### src/rtl/hqm_list_sel_mem_aw_sram_ctl_2048x139_if.sv
// Request/response handshake between list_sel pipeline logic and the AW SRAM controller.
interface hqm_list_sel_mem_aw_sram_ctl_2048x139_if #(
   parameter int AW = 11,
   parameter int DW = 139
);
   logic          req_v;
   logic          req_rdy;
   logic          req_we;
   logic [AW-1:0] req_addr;
   logic [DW-1:0] req_wdata;
   logic          rsp_v;
   logic          rsp_rdy;
   logic [DW-1:0] rsp_rdata;

   modport master (
      output req_v, req_we, req_addr, req_wdata, rsp_rdy,
      input  req_rdy, rsp_v, rsp_rdata
   );

   modport slave (
      input  req_v, req_we, req_addr, req_wdata, rsp_rdy,
      output req_rdy, rsp_v, rsp_rdata
   );
endinterface

### src/rtl/hqm_list_sel_mem_aw_sram_ctl_2048x139.sv
// Requester-side controller for the 2048x139 power-gated list_sel AW SRAM: zero-init sweep,
// registered SRAM strobes, fixed-latency read capture and a credit-protected response FIFO.
module hqm_list_sel_mem_aw_sram_ctl_2048x139 #(
   parameter int DEPTH     = 2048,
   parameter int AW        = 11,
   parameter int DW        = 139,
   parameter int RSP_DEPTH = 4
) (
   input  logic                                            clk,
   input  logic                                            clk_rst_n,
   input  logic                                            mem_pwr_off,
   hqm_list_sel_mem_aw_sram_ctl_2048x139_if.slave          bus,
   output logic                                            init_done,
   output logic                                            mem_re,
   output logic                                            mem_we,
   output logic [AW-1:0]                                   mem_addr,
   output logic [DW-1:0]                                   mem_wdata,
   input  logic [DW-1:0]                                   mem_rdata
);
   localparam int CW = $clog2(RSP_DEPTH + 1);
   // FIFO pointers wrap naturally, so RSP_DEPTH must be a power of two.
   localparam int PW = $clog2(RSP_DEPTH);

   typedef enum logic [1:0] {ST_OFF, ST_INIT, ST_RUN} state_t;

   state_t        state;
   logic [AW:0]   init_cnt;
   logic [CW-1:0] cnt;
   logic [CW-1:0] fifo_cnt;
   logic [PW-1:0] wr_ptr;
   logic [PW-1:0] rd_ptr;
   logic          rd_pend;
   logic [DW-1:0] fifo_mem [RSP_DEPTH];

   logic req_acc;
   logic rd_acc;
   logic rsp_v;
   logic pop;

   assign bus.req_rdy   = (state == ST_RUN) && !mem_pwr_off && (cnt < CW'(RSP_DEPTH));
   assign req_acc       = bus.req_v && bus.req_rdy;
   assign rd_acc        = req_acc && !bus.req_we;
   assign rsp_v         = (fifo_cnt != '0);
   assign pop           = rsp_v && bus.rsp_rdy;
   assign bus.rsp_v     = rsp_v;
   assign bus.rsp_rdata = rsp_v ? fifo_mem[rd_ptr] : '0;

   // NOTE: every register here is updated with <= so all blocks sample pre-edge values.
   always_ff @(posedge clk) begin
      if (!clk_rst_n) begin
         state     <= mem_pwr_off ? ST_OFF : ST_INIT;
         init_cnt  <= '0;
         init_done <= 1'b0;
         mem_re    <= 1'b0;
         mem_we    <= 1'b0;
         mem_addr  <= '0;
         mem_wdata <= '0;
      end else begin
         mem_re <= 1'b0;
         mem_we <= 1'b0;
         unique case (state)
            ST_OFF: begin
               if (!mem_pwr_off) begin
                  state    <= ST_INIT;
                  init_cnt <= '0;
               end
            end
            ST_INIT: begin
               if (mem_pwr_off) begin
                  state <= ST_OFF;
               end else if (init_cnt == (AW+1)'(DEPTH)) begin
                  state     <= ST_RUN;
                  init_done <= 1'b1;
               end else begin
                  mem_we    <= 1'b1;
                  mem_addr  <= init_cnt[AW-1:0];
                  mem_wdata <= '0;
                  init_cnt  <= init_cnt + (AW+1)'(1);
               end
            end
            ST_RUN: begin
               // Reads already issued keep flowing through the capture/FIFO path below.
               if (mem_pwr_off) begin
                  state     <= ST_OFF;
                  init_done <= 1'b0;
               end
               if (req_acc) begin
                  mem_re   <= !bus.req_we;
                  mem_we   <= bus.req_we;
                  mem_addr <= bus.req_addr;
                  if (bus.req_we) mem_wdata <= bus.req_wdata;
               end
            end
            default: state <= ST_OFF;
         endcase
      end
   end

   always_ff @(posedge clk) begin
      if (!clk_rst_n) begin
         cnt      <= '0;
         fifo_cnt <= '0;
         wr_ptr   <= '0;
         rd_ptr   <= '0;
         rd_pend  <= 1'b0;
      end else begin
         rd_pend <= mem_re;
         if (rd_acc && !pop)      cnt <= cnt + CW'(1);
         else if (!rd_acc && pop) cnt <= cnt - CW'(1);
         if (rd_pend && !pop)      fifo_cnt <= fifo_cnt + CW'(1);
         else if (!rd_pend && pop) fifo_cnt <= fifo_cnt - CW'(1);
         if (rd_pend) wr_ptr <= wr_ptr + PW'(1);
         if (pop)     rd_ptr <= rd_ptr + PW'(1);
      end
   end

   // NOTE: FIFO storage is deliberately not reset; rsp_rdata is masked to 0 while empty.
   always_ff @(posedge clk) begin
      if (rd_pend) fifo_mem[wr_ptr] <= mem_rdata;
   end
endmodule

### src/flat_wrapper.sv
// flat-port wrapper written by rule: the top's interface ports become plain ports
module hqm_list_sel_mem_aw_sram_ctl_2048x139_flat 
#(
   parameter int DEPTH     = 2048,
   parameter int AW        = 11,
   parameter int DW        = 139,
   parameter int RSP_DEPTH = 4
)
  (clk, clk_rst_n, mem_pwr_off, init_done, mem_re, mem_we, mem_addr, mem_wdata, mem_rdata, bus_req_v, bus_req_we, bus_req_addr, bus_req_wdata, bus_rsp_rdy, bus_req_rdy, bus_rsp_v, bus_rsp_rdata);
  hqm_list_sel_mem_aw_sram_ctl_2048x139_if #(.AW(AW), .DW(DW)) bus_i ();
  input  logic clk;
  input  logic clk_rst_n;
  input  logic mem_pwr_off;
  output logic init_done;
  output logic mem_re;
  output logic mem_we;
  output logic [AW-1:0] mem_addr;
  output logic [DW-1:0] mem_wdata;
  input  logic [DW-1:0] mem_rdata;
  input wire logic [$bits(bus_i.req_v)-1:0] bus_req_v;
  input wire logic [$bits(bus_i.req_we)-1:0] bus_req_we;
  input wire logic [$bits(bus_i.req_addr)-1:0] bus_req_addr;
  input wire logic [$bits(bus_i.req_wdata)-1:0] bus_req_wdata;
  input wire logic [$bits(bus_i.rsp_rdy)-1:0] bus_rsp_rdy;
  output wire logic [$bits(bus_i.req_rdy)-1:0] bus_req_rdy;
  output wire logic [$bits(bus_i.rsp_v)-1:0] bus_rsp_v;
  output wire logic [$bits(bus_i.rsp_rdata)-1:0] bus_rsp_rdata;
  assign bus_i.req_v = bus_req_v;
  assign bus_i.req_we = bus_req_we;
  assign bus_i.req_addr = bus_req_addr;
  assign bus_i.req_wdata = bus_req_wdata;
  assign bus_i.rsp_rdy = bus_rsp_rdy;
  assign bus_req_rdy = bus_i.req_rdy;
  assign bus_rsp_v = bus_i.rsp_v;
  assign bus_rsp_rdata = bus_i.rsp_rdata;
  hqm_list_sel_mem_aw_sram_ctl_2048x139 #(.DEPTH(DEPTH), .AW(AW), .DW(DW), .RSP_DEPTH(RSP_DEPTH)) u_core (.clk(clk), .clk_rst_n(clk_rst_n), .mem_pwr_off(mem_pwr_off), .bus(bus_i), .init_done(init_done), .mem_re(mem_re), .mem_we(mem_we), .mem_addr(mem_addr), .mem_wdata(mem_wdata), .mem_rdata(mem_rdata));
endmodule
### config.mk
export PLATFORM = sky130hd
export DESIGN_NAME = hqm_list_sel_mem_aw_sram_ctl_2048x139_flat
export DESIGN_NICKNAME = d
export VERILOG_FILES = /design/src/rtl/hqm_list_sel_mem_aw_sram_ctl_2048x139_if.sv /design/src/rtl/hqm_list_sel_mem_aw_sram_ctl_2048x139.sv /design/src/flat_wrapper.sv
export SDC_FILE = /design/constraint.sdc
export NUM_CORES = 1
export LEC_CHECK = 0
export CAP_MARGIN = 20
export CORE_ASPECT_RATIO = 1.5
export CORE_MARGIN = 10
export CORE_UTILIZATION = 35
export DETAILED_ROUTE_END_ITERATION = 16
export GPL_TIMING_DRIVEN = 1
export PLACE_DENSITY = 0.55
export SETUP_SLACK_MARGIN = 0.5
export SLEW_MARGIN = 20
export SYNTH_ARGS = -nofsm -noshare
export SYNTH_HDL_FRONTEND = slang
export SYNTH_SLANG_ARGS = --single-unit
### constraint.sdc
create_clock -name clk -period 5.4 [get_ports clk]
set_input_delay 1.08 -clock clk [delete_from_list [all_inputs] [get_ports clk]]
set_output_delay 1.08 -clock clk [all_outputs]
set_load 0.01 [all_outputs]
Yosys cells after proc, flatten, opt, wreduce, memory -nomap -nowiden
Memory sizes are Yosys's and may differ from the RTL's. A register that Yosys moved wholly into a read port is not among the register bits.
Cells that the tools add are included.
Storage, ports and cells
  bits in writable memories: 556
  output and inout bits: 294
  input bits: 295
  flip-flop bits (word level): 178
  logic and storage cells: 97
  memories kept: 1
Operators by class
  mux-type cells: 37
  equality and inequality tests: 13
  add/subtract/negate cells: 7
  reduce and logical (&&, ||, !) cells: 26
  $lt $le $gt $ge: 1
Memory list
  u_core.fifo_mem: words 4, width 139, rd ports 1, clocked after Yosys merged registers in 1, write ports 1, RTL line hqm_list_sel_mem_aw_sram_ctl_2048x139.sv:33  | logic [DW-1:0] fifo_mem [RSP_DEPTH];
Operators with widths (number)
  $mux 139: 5
  $pmux 139 s2: 1
  $mux 12: 3
  $mux 11: 3
  $pmux 12 s2: 1
  $pmux 11 s2: 1
  $mux 2: 7
  $add 12x1->12 const B: 1
  $eq 12x12->1 const B: 1
  $mux 3: 4
  $reduce_and 4->1: 3
  $ne 2x2->1 const B: 5
  $logic_and 1x1->1: 9
  $mux 1: 9
  $reduce_bool 2->1: 4
  $add 3x1->3 const B: 2
  $ne 3x3->1 const B: 2
  $pmux 2 s3: 1
  $reduce_and 3->1: 2
  $sub 3x1->3 const B: 2
  $logic_not 1->1: 5
  $reduce_and 5->1: 1
  $add 2x1->2 const B: 2
  $ne 2x1->1 const B: 2
  7 further kinds: 8

Logic depth before layout (Yosys ltp)
  word-level depth: 9
  depth in mapped cells: 10

Worst setup path before layout
No wires, ideal clock.
  path type: register -> register
  start point: register u_core.wr_ptr[0]
  end point: memory u_core.fifo_mem[0][0] (enable)
  setup time: 0.514 ns
  buffers on the path: 0
  cell stages (with the launch flop): 4
  slack: 1.159 ns
  arrival time: 3.726 ns
  cells stage by stage: dfxtp_1 inv_1 ha_1 and2_1
RTL lines
  start, declared: RTL line hqm_list_sel_mem_aw_sram_ctl_2048x139.sv:30  | logic [PW-1:0] wr_ptr;
  start signal, assigned: RTL line hqm_list_sel_mem_aw_sram_ctl_2048x139.sv:112  | if (rd_pend) wr_ptr <= wr_ptr + PW'(1);
  end, declared: RTL line hqm_list_sel_mem_aw_sram_ctl_2048x139.sv:33
No word-level cell before the write port.

==> impl_metrics.tcl <==
set metrics [dict create \
    slew_headroom 0.325 \
    grt_usage 0.168 \
    clock_latency_ns 0.61 \
    vias_per_cell 4.94 \
    final_area_um2 36900 \
    layout_setup_ws_ns 1.11 \
    synth_seq_cells 736 \
    grt_util_met3 0.0655 \
    placed_cell_area_um2 34300 \
    place_inst 2949 \
    grt_max_degree 139 \
    post-cts-setup-buffers 0 \
    first_pass_iters 5 \
    fp.dieH_um 362 \
    crit_required_ns 4.32 \
    fp-row-count 125 \
    worst_slew_pin_slew_ns 1.01 \
    core_um2 77400 \
    antenna_found_initial 15 \
    drv_cap 0 \
    ant_nets 0 \
    r2r.worst_path.cells 10 \
    die_width_um 248 \
    synth-main-ff-cell "edfxtp_1" \
    start_kind "flip-flop" \
    htree_levels 3 \
    numPortBuffers 588 \
    grt.met2_usage 0.283 \
    leakage_nw 12.1 \
    wl_per_cell_um 25.0 \
    async_flop_share 0 \
    r2r_start "u_core.state[0]" \
    die_area_um2 89800 \
    hold_path_depth 1 \
    hold_viol_final 0 \
    cts.sinks 736 \
    rsz0062_at_grt "no" \
    fin_skew_ns 0.0174 \
    ys_seq_area_frac 0.744 \
    holdPathEnd "u_core.mem_wdata[87]" \
    start_util 0.353 \
    ir_worst_vdd_v 0.000367 \
    cts_root_buffer "clkbuf_16" \
    numCtsBuffers 75 \
    synth_warnings 0 \
    pre_cts_ws_ns 1.38 \
    fmax_mhz 233 \
    post-route-min-period_ns 4.29 \
    finalPower_mw 16.1 \
    syn_to_final_growth_pct 35.0 \
    worstHoldStart "u_core.mem_wdata[87]" \
    ios 589 \
    drc 0 \
    finalSetupTns_ns 0 \
    drive_gt1_frac 0.145 \
    status "completed" \
    avgSynthCellArea_um2 19.3 \
    synth_nets 1721 \
    final_max_slew_viol_count 0 \
    critPathMaxFanout 37 \
    num-fill-cells 6595 \
    ctsResizeCount 0 \
    grt_pass1_vias 16300 \
    r2r_slack_ns 2.22 \
    grt_pass1_wl_um 113000 \
    endpoint_kind "output port" \
    clockBufferDepth 3 \
    postSynthCellCount 1413 \
    synth.distinct_cells 50 \
    met1_usage 0.189 \
    final_cells 3090 \
    fin_crit_sh 0.794 \
    power.density_nw_per_um2 437 \
    r2r-end "u_core.cnt[2]" \
    grt_busiest_layer "met2" \
    drt_iter0_drc 769 \
    worstSetupPathType "flip-flop to output port" \
    totalWireLength_um 77200 \
    hpwl_um 51700 \
    clk_pin_slew_ns 0.06 \
    final_nets 2318 \
    place_congestion 0.813 \
    cp_data_arrival_time_ns 3.21 \
    holdBufCountCts 0 \
    min_path_type "flip-flop to flip-flop" \
    vias 15300 \
    globalRoute.totalOverflow 0 \
    setup_viol 0 \
    cts_tree "done" \
    syn_area_um2 27300 \
    synth_edf_count 558 \
]
state kept, by name (all words and copies together) (netlist names), named ones only:
name	cells
u_core.fifo_mem	556
u_core.mem_wdata	139
u_core.init_cnt	12
u_core.mem_addr	11
u_core.cnt	3
u_core.fifo_cnt	3
u_core.rd_ptr	2
u_core.state	2
u_core.wr_ptr	2
u_core.init_done	1
u_core.mem_re	1
u_core.mem_we	1
u_core.rd_pend	1
cells in the mapped netlist, types with 2 or more instances:
cell      number  area, µm²
and2_1       145        907
nor2_1        15       56.3
and4_1         3       26.3
o31ai_1        2       15.0
a31o_2         2       17.5
clkbuf_1      34        128
xor2_1        11       96.3
mux4_2       139       3130
and3_1         5       31.3
o221a_2        3       33.8
fa_1           2       40.0
nor3b_2        2       25.0
buf_6         14        158
or4_1          2       15.0
nand3_1        6       30.0
mux2i_1       11        110
buf_4         14        105
or3_1          5       31.3
ha_1          11        138
inv_1         12       45.0
buf_2         20        100
o21ai_0        9       45.0
a21oi_1       10       50.1
edfxtp_1     558      16800
nand2_1       22       82.6
dfxtp_1      178       3560
o211ai_1       3       22.5
nand4_1        4       25.0
buf_1          6       22.5
a22o_1       138       1210
o221a_1        8       90.1
placed cells by master (no fill, tap or decap), types with 5 or more instances in the layout:
cell,Yosys,layout
nand2_1,22,22
and3_1,5,5
xor2_1,11,11
clkinv_2,0,11
and2_1,145,141
clkdlybuf4s50_1,0,588
clkbuf_1,34,10
a21oi_1,10,10
mux4_2,139,139
clkbuf_16,0,80
inv_1,12,12
clkinv_1,1,9
bufinv_16,0,6
o221a_1,8,8
mux2i_1,11,11
nor2_1,15,15
buf_4,14,9
edfxtp_1,558,558
a22o_1,138,138
ha_1,11,11
dfxtp_1,178,176
clkbuf_8,0,13
nand3_1,6,6
buf_12,0,11
o21ai_0,9,9
worst max path at each step:
stage,slack (ns),cells past startpoint,end
after global routing,0.85,4,bus_rsp_rdata[27]
after detailed placement,1.38,5,u_core.mem_wdata[65]
after CTS,0.95,4,bus_rsp_rdata[131]
after floorplan,1.16,3,u_core.fifo_mem[0][0]
after global placement,1.44,5,u_core.mem_wdata[137]
final,1.11,4,bus_rsp_rdata[131]
critical path, stage by stage, from the launching register on:
cell	delay, ns
dfxtp_4	0.95
buf_4	0.40
mux4_2	0.53
and2_1	0.20
clkdlybuf4s50_1	0.48
cell type report:
type	count	area [µm²]	share of cell area
multi-input cells	576	6450	0.175
inverters	13	48.8	0.00132
repair buffers	608	6170	0.167
clock buffers	104	2220	0.0603
well taps	1016	1270	0.0345
clock inverters	34	365	0.00991
flip-flops and latches	736	20300	0.551
diodes	3	7.51	0.000204
logic make-up (layout without fill, tap and decap cells):
group	after synthesis	after routing	synth area share
other cells	0	3	0
flops	736	736	0.744
buf+inv	101	759	0.0206
fa+ha+maj	13	13	0.00651
xor+xnor	12	12	0.00385
compound gates	184	184	0.0573
mux	150	150	0.119
simple gates	217	217	0.0488
report_power, final:
part           switching (mW)  total [mW]  internal [mW]
Combinational            2.08        4.49           2.41
Sequential              0.144        6.28           6.14
Clock                    2.17        5.35           3.18
per-stage QoR:
stage	utilization	hold slack (ns)
floorplan	-	0.446
global placement	0.443	0.454
detailed placement	0.443	0.453
CTS	0.476	0.476
global route	0.476	0.481
finish	0.476	0.472
routing by layer:
metal / vias up / share of wire
li1: 6865 / -
met1: 7694 / 0.37
met2: 562 / 0.49
met3: 108 / 0.10
met4: 22 / 0.029
met5: - / 0.0017
Power figures use the tool's default switching activity.
